File: src/rtl/retire_recovery_ctrl_pkg.sv
// retire_recovery_ctrl_pkg: recovery FSM states, counter sizing helper and system widths.
// The width constants stand in for the sys_defs values used elsewhere in the core.
package retire_recovery_ctrl_pkg;
  localparam int ADDR_W = 32;
  localparam int COMMIT_N = 2;
  localparam int ARCH_REG_SZ = 32;
  localparam int PHYS_REG_SZ_R10K = 64;
  typedef enum logic [2:0] {IDLE, FLUSH, DRAIN, RESTORE, REDIRECT} recov_state_e;
  function automatic int cnt_w(input int n);
    return (n <= 1) ? 1 : $clog2(n);
  endfunction
endpackage

File: src/rtl/retire_recovery_ctrl.sv
// retire_recovery_ctrl: mispredict recovery sequencer (flush, drain, arch->spec map copy, redirect).
module retire_recovery_ctrl
  import retire_recovery_ctrl_pkg::*;
#(
  parameter int N = COMMIT_N,
  parameter int ARCH_COUNT = ARCH_REG_SZ,
  parameter int PHYS_REGS = PHYS_REG_SZ_R10K,
  parameter int DRAIN_CYCLES = 2,
  localparam int REG_W = cnt_w(ARCH_COUNT),
  localparam int TAG_W = cnt_w(PHYS_REGS)
) (
  input  logic                clk,
  input  logic                rst_n,
  input  logic                mispredict_i,
  input  logic [ADDR_W-1:0]   mispred_target_i,
  input  logic                fu_busy_i,
  output logic [N*REG_W-1:0]  arch_rd_addrs_o,
  input  logic [N*TAG_W-1:0]  arch_rd_tags_i,
  output logic [N-1:0]        spec_wr_en_o,
  output logic [N*REG_W-1:0]  spec_wr_addrs_o,
  output logic [N*TAG_W-1:0]  spec_wr_tags_o,
  output logic                flush_o,
  output logic                stall_o,
  output logic                redirect_valid_o,
  output logic [ADDR_W-1:0]   redirect_pc_o,
  input  logic                redirect_ready_i,
  output logic                recover_busy_o,
  output logic [15:0]         recover_count_o
);
  localparam int BEATS = (ARCH_COUNT + N - 1) / N;
  localparam int BEAT_W = cnt_w(BEATS);
  localparam int DRAIN_W = cnt_w(DRAIN_CYCLES);
  recov_state_e state_q, state_d;
  logic [ADDR_W-1:0] target_q, target_d;
  logic [DRAIN_W-1:0] drain_q, drain_d;
  logic [BEAT_W-1:0] beat_q, beat_d;
  logic [15:0] count_q, count_d;
  always_ff @(posedge clk or negedge rst_n) begin
    if (!rst_n) begin
      state_q <= IDLE;
      target_q <= '0;
      drain_q <= '0;
      beat_q <= '0;
      count_q <= '0;
    end else begin
      state_q <= state_d;
      target_q <= target_d;
      drain_q <= drain_d;
      beat_q <= beat_d;
      count_q <= count_d;
    end
  end
  always_comb begin
    state_d = state_q;
    target_d = target_q;
    drain_d = drain_q;
    beat_d = beat_q;
    count_d = count_q;
    case (state_q)
      IDLE: if (mispredict_i) begin
        state_d = FLUSH;
        target_d = mispred_target_i;
        count_d = count_q + 16'(count_q != 16'hFFFF);
      end
      FLUSH: begin
        state_d = DRAIN;
        drain_d = DRAIN_W'(DRAIN_CYCLES - 1);
      end
      // the minimum drain time counts down even while FUs are still busy
      DRAIN: if (drain_q == '0 && !fu_busy_i) begin
        state_d = RESTORE;
        beat_d = '0;
      end else if (drain_q != '0) begin
        drain_d = drain_q - DRAIN_W'(1);
      end
      RESTORE: if (beat_q == BEAT_W'(BEATS - 1)) state_d = REDIRECT;
               else beat_d = beat_q + BEAT_W'(1);
      REDIRECT: if (redirect_ready_i) state_d = IDLE;
      default: state_d = IDLE;
    endcase
  end
  assign recover_busy_o = state_q != IDLE;
  assign stall_o = recover_busy_o;
  assign flush_o = state_q == FLUSH;
  assign redirect_valid_o = state_q == REDIRECT;
  assign redirect_pc_o = redirect_valid_o ? target_q : '0;
  assign recover_count_o = count_q;
  for (genvar w = 0; w < N; w++) begin : g_lane
    logic [31:0] idx;
    logic hit;
    assign idx = 32'(beat_q) * N + w;
    assign hit = state_q == RESTORE && idx < ARCH_COUNT;
    assign arch_rd_addrs_o[w*REG_W +: REG_W] = hit ? REG_W'(idx) : '0;
    assign spec_wr_addrs_o[w*REG_W +: REG_W] = hit ? REG_W'(idx) : '0;
    assign spec_wr_en_o[w] = hit;
    assign spec_wr_tags_o[w*TAG_W +: TAG_W] = hit ? arch_rd_tags_i[w*TAG_W +: TAG_W] : '0;
  end
endmodule

File: config.mk
export PLATFORM = sky130hd
export DESIGN_NAME = retire_recovery_ctrl
export DESIGN_NICKNAME = d
export VERILOG_FILES = /design/src/rtl/retire_recovery_ctrl_pkg.sv /design/src/rtl/retire_recovery_ctrl.sv
export SDC_FILE = /design/constraint.sdc
export NUM_CORES = 1
export LEC_CHECK = 0
export BUFFER_PORTS_ARGS = -buffer_cell sky130_fd_sc_hd__clkbuf_2
export CAP_MARGIN = 20
export CORE_MARGIN = 2
export CORE_UTILIZATION = 52
export CTS_BUF_LIST = sky130_fd_sc_hd__clkbuf_8
export DETAILED_ROUTE_END_ITERATION = 10
export PLACE_DENSITY = 0.92
export SLEW_MARGIN = 0
export SYNTH_ARGS = -nofsm -noshare
export SYNTH_HDL_FRONTEND = slang
export SYNTH_SLANG_ARGS = --single-unit
File: constraint.sdc
create_clock -name clk -period 5.6 [get_ports clk]
set_input_delay 0.28 -clock clk [delete_from_list [all_inputs] [get_ports clk]]
set_output_delay 0.28 -clock clk [all_outputs]
set_load 0.05 [all_outputs]
**Word level (Yosys, flattened, before mapping)**

Cells that the tools add are included.

- Logic and storage cells: 52
- Output and inout bits: 86
- Bits of input ports: 49
- Flip-flop bits (word level): 56

- Magnitude comparators: 2
- Multiplexer cells: 16
- Add/subtract/negate cells: 4
- Reductions and logical operators: 12
- Bitwise gates (word level): 1
- Eq/ne operators: 12

Operators with widths:

| operator | count |
|---|---|
| $mux W32 | 1 |
| $add A16 B1 Y16 | 1 |
| $ne A16 B16 Y1 const B | 1 |
| $pmux W3 S5 | 1 |
| $mux W3 | 4 |
| $mux W6 | 2 |
| $mux W5 | 2 |
| $ne A2 B2 Y1 const B | 5 |
| $mux W4 | 2 |
| $pmux W4 S2 | 1 |
| $add A5 B1 Y6 const B | 1 |
| $eq A3 B2 Y1 const B | 2 |
| $lt A5 B6 Y1 const B | 1 |
| $lt A6 B6 Y1 const B | 1 |
| $add A4 B1 Y4 const B | 1 |
| $eq A4 B4 Y1 const B | 1 |
| $reduce_and A2 Y1 | 2 |
| $reduce_and A4 Y1 | 1 |
| $reduce_bool A2 Y1 | 2 |
| $eq A3 B1 Y1 const B | 1 |
| $eq A3 B3 Y1 const B | 1 |
| $logic_and A1 B1 Y1 | 3 |
| $logic_not A3 Y1 | 1 |
| $reduce_and A3 Y1 | 1 |
| other kinds (7) | 8 |

**Longest topological paths before layout**

- Word-level depth: 4
- Mapped depth: 9
- Mapped depth without buffers: 8

**Worst setup path before layout**

OpenSTA, ideal clock, no wires.

- Kind: register to register
- Start point: register count_q[2] (netlist: recover_count_o[2])
- End point: register count_q[12] (netlist: recover_count_o[12])
- Path slack: 3402 ps
- Setup time: 142 ps
- Stages on the path, launching flop included: 10
- Path buffers: 1
- Arrival: 2056 ps
- Cells stage by stage: dfrtp_1 -> nand4_1 -> nor3_1 -> nand2_1 -> ha_1 -> ha_1 -> and2_1 -> buf_4 -> nand4_1 -> xnor2_1

- Word-level cells in the longest chain between the ends: 2

RTL lines:

| element | line | RTL |
|---|---|---|
| start, declared | retire_recovery_ctrl.sv:37 | `logic [15:0] count_q, count_d;` |
| start signal, assigned | retire_recovery_ctrl.sv:50 | `count_q <= count_d;` |
| $ne A16 B16 Y1 | retire_recovery_ctrl.sv:63 | `count_d = count_q + 16'(count_q != 16'hFFFF);` |
| $add A16 B1 Y16 (*) | retire_recovery_ctrl.sv:63 |  |

Mark *: on every way between the ends. The rest lies on a longest branch, timed or not.
A chain may end at the register's enable or synchronous reset.

**Worst setup path after layout**

- Start point: register state_q[2]
- End point: output arch_rd_addrs_o[7]

- Word-level cells in the longest chain between the ends: 3

RTL lines:

| element | line | RTL |
|---|---|---|
| start, declared | retire_recovery_ctrl.sv:33 | `recov_state_e state_q, state_d;` |
| start signal, assigned | retire_recovery_ctrl.sv:46 | `state_q <= state_d;` |
| $eq A3 B2 Y1 | retire_recovery_ctrl.sv:92 | `assign hit = state_q == RESTORE && idx < ARCH_COUNT;` |
| $logic_and A1 B1 Y1 | retire_recovery_ctrl.sv:92 |  |
| $mux W5 | retire_recovery_ctrl.sv:93 | `assign arch_rd_addrs_o[w*REG_W +: REG_W] = hit ? REG_W'(idx) : '0;` |
| end, declared | retire_recovery_ctrl.sv:17 | `output logic [N*REG_W-1:0] arch_rd_addrs_o,` |

No other way between the ends.

==> flow_summary.yaml <==
floorplan:
  core_area_um2: 5205
  die_w_um: 78.02
  dieArea_um2: 6087
  start_util_pct: 54.74
  num_rows: 26
  die_h_um: 78.02
  pin_count: 135
detailed_routing:
  drtIter0Drc: 72
  wl_um: 6365
  dr.pass1.iters: 4
  routedWlPerCell_um: 14.63
  drc: 0
  drt.antenna.violating_nets: 0
  routed_via_density: 5.230
  via_count: 2275
yosys:
  synth_flop_cell: "dfrtp_1"
  synth.distinct_cells: 31
  ys_ff_latch: 56
  syn_inst: 255
  synth_top_area_share_pct: 49.19
  synth_edf_count: 0
  synth-async-reset-ratio_pct: 100.0
  synth_top_area_cell: "dfrtp_1"
  avgSynthCellArea_um2: 11.17
  syn_area_um2: 2849
  ys_seq_area_share_pct: 49.19
  synth_area_leaders: "dfrtp_1, mux2_2, and3_1, buf_4, and2_1"
  yosysWarnings: 0
pwr:
  p_leak_nw: 1.939
  clockPowerShare_pct: 13.0
  switchingPower_mw: 0.8034
  internal-power_mw: 0.8951
  swShare_pct: 47.30
  p_per_area_nw_per_um2: 484.5
  ir_worst_vdd_uv: 395.6
  power_frac_seq_pct: 38.6
  comb_power_share_pct: 48.4
sta:
  finClkSkew_ns: 0.01039
  setup_viol: 0
  timing.slew.headroom_pct: 27.69
  final.setup.worst_slack_ns: 2.818
  worstMarginPinSlew_ns: 1.085
  hold_violations: 0
  maxSlewViolCount: 0
  fin_crit_ns: 2.782
  setup_tns_ns: 0
  rsz0062_at_grt: "no"
  period_share_pct: 49.68
  fmax_mhz: 359.4
setup_path:
  r2r_setup_slack_ns: 3.20
  startpoint_type: "flop"
  cp-end-kind: "output port"
  required_ns: 5.32
  crit_type: "flop to output port"
  crit_fanout: 41
  max_stage_delay_ns: 0.80
  crit_arrival_ns: 2.50
  path_cells: "and3b_1 -> and2_1 -> clkbuf_2"
  crit_slowest_cell: "dfrtp_1"
outcome:
  status: "completed"
clock_network:
  cts_setup_buffers: 0
  clockRootBuffer: "clkbuf_8"
  numCtsBuffers: 5
  cts_buffer_depth: 2
  ctsResizeCount: 0
  cts_num_sinks: 56
  clk_latency_ns: 0.30
  cts_tree: "built"
  cts.clk_slew.worst_paths_ns: 0.10
  htree_levels: 2
  ctsHoldBuffers: 0
grt:
  overflow: 0
  grt_max_degree: 57
  grt_pass1_wl_um: 10410
  grt_usage_pct: 21.50
  grt_pass1_vias: 2253
  antenna_found_initial: 0
final_layout:
  finalInstanceArea_um2: 3506
  syn_to_final_growth_pct: 23.06
  final_cells: 435
  diodes: 0
  drive_gt1_share_pct: 48.49
  num-nets-final: 417
placed_design:
  post-place-cells: 427
  io_buffer_count: 132
  pre_cts_ws_ns: 3.158
  place_congestion: 0.8006
  placed_area_um2: 3416
  dp.final_hpwl_um: 4621
run:
  cap_violations: 0
min_path:
  min_path_type: "primary input to asynchronous set/reset pin"
==> cell usage in the layout, fill, tap and decap left out, types with 2 or more instances in the layout <==
cell type,netlist,final
dfrtp_1,56,56
mux2_2,35,35
conb_1,1,2
nand4_1,6,6
and2_1,19,19
clkbuf_2,0,132
nor2_1,8,8
nand2_1,10,10
inv_1,2,4
clkbuf_8,0,6
xnor2_1,13,13
nand3_1,8,8
nor2b_1,2,2
a21oi_1,2,2
ha_1,4,4
o21ai_0,3,3
nor3_1,2,2
buf_4,20,3
and3_1,37,37
a22o_1,2,2
==> worst paths after layout <==
kind / to / startpoint / cells past startpoint
max: arch_rd_addrs_o[7] / state_q[2]$_DFFE_PN0P_ / 3
min: target_q[13]$_DFFE_PN0P_ / rst_n / 2
max reg2reg: target_q[3]$_DFFE_PN0P_ / state_q[2]$_DFFE_PN0P_ / 3
min reg2reg: target_q[0]$_DFFE_PN0P_ / target_q[0]$_DFFE_PN0P_ / 1
max in group asynchronous: drain_q$_DFFE_PN0P_ / rst_n / 2
min in group clk: state_q[2]$_DFFE_PN0P_ / redirect_ready_i / 2
==> stage by stage <==
stage               utilization (%)  hold WS, ns  total power, mW
floorplan                         -     -0.01559            1.380
global placement              65.63       0.4481            1.454
detailed placement            65.63       0.4556            1.489
CTS                           67.36       0.1152            1.711
global route                  67.36       0.1482            1.801
finish                        67.36      0.08879            1.699
==> cell type report <==
cell class	instances	area [µm²]
Clock buffer	6	82.58
Clock inverter	2	7.507
Fill cell	426	1699
Inverter	2	7.507
Multi-Input combinational cell	164	1236
Sequential cell	56	1401
Tap cell	70	87.58
Timing Repair Buffer	135	683.2
==> state kept, by name, indices dropped and copies added (netlist names) <==
| register | flops |
|---|---|
| recover_count_o | 16 |
| beat_q | 4 |
| target_q | 32 |
| drain_q | 1 |
| state_q | 3 |
==> cell usage after synthesis (all sizes together), types with 3 or more instances <==
master	number
o21ai	3
and3	37
clkbuf	10
buf	24
and2	19
ha	4
nand4	6
xnor2	13
nand2	10
nand3	8
dfrtp	56
nor2	8
mux2	35
==> power groups by stage <==
stage / Clock [mW] / Combinational [mW] / Sequential (mW)
after global placement: 0 / 0.807 / 0.648
final: 0.221 / 0.822 / 0.656
after CTS: 0.229 / 0.828 / 0.654
after detailed placement: 0 / 0.828 / 0.661
after floorplan: 0 / 0.733 / 0.647
after global routing: 0.248 / 0.877 / 0.676
==> routing by layer <==
metal	wire length, µm	part of all wire, %	vias to the layer above	track usage [%]
li1	-	-	1076	-
met1	2579	41	1097	25.46
met2	3208	50	96	38.02
met3	523	8.2	6	6.552
met4	54	0.85	0	5.789
met5	0	0	-	0
==> worst max-delay path, delay by kind of cell, from the launching register on <==
kind	cells	cell delay (ns)
simple gates	2	1.08
flops	1	0.80
buf+inv	1	0.31
==> logic make-up after synthesis <==
kind of cell    after synthesis  synth area share (%)
simple gates                 96                 19.85
compound gates               12                 3.031
fa+ha+maj                     4                 1.757
mux                          36                 14.19
flops                        56                 49.19
xor+xnor                     14                 4.304
buf+inv                      36                 7.554
other cells                   1                0.1316
No activity file was read; power rests on OpenSTA's default activity.
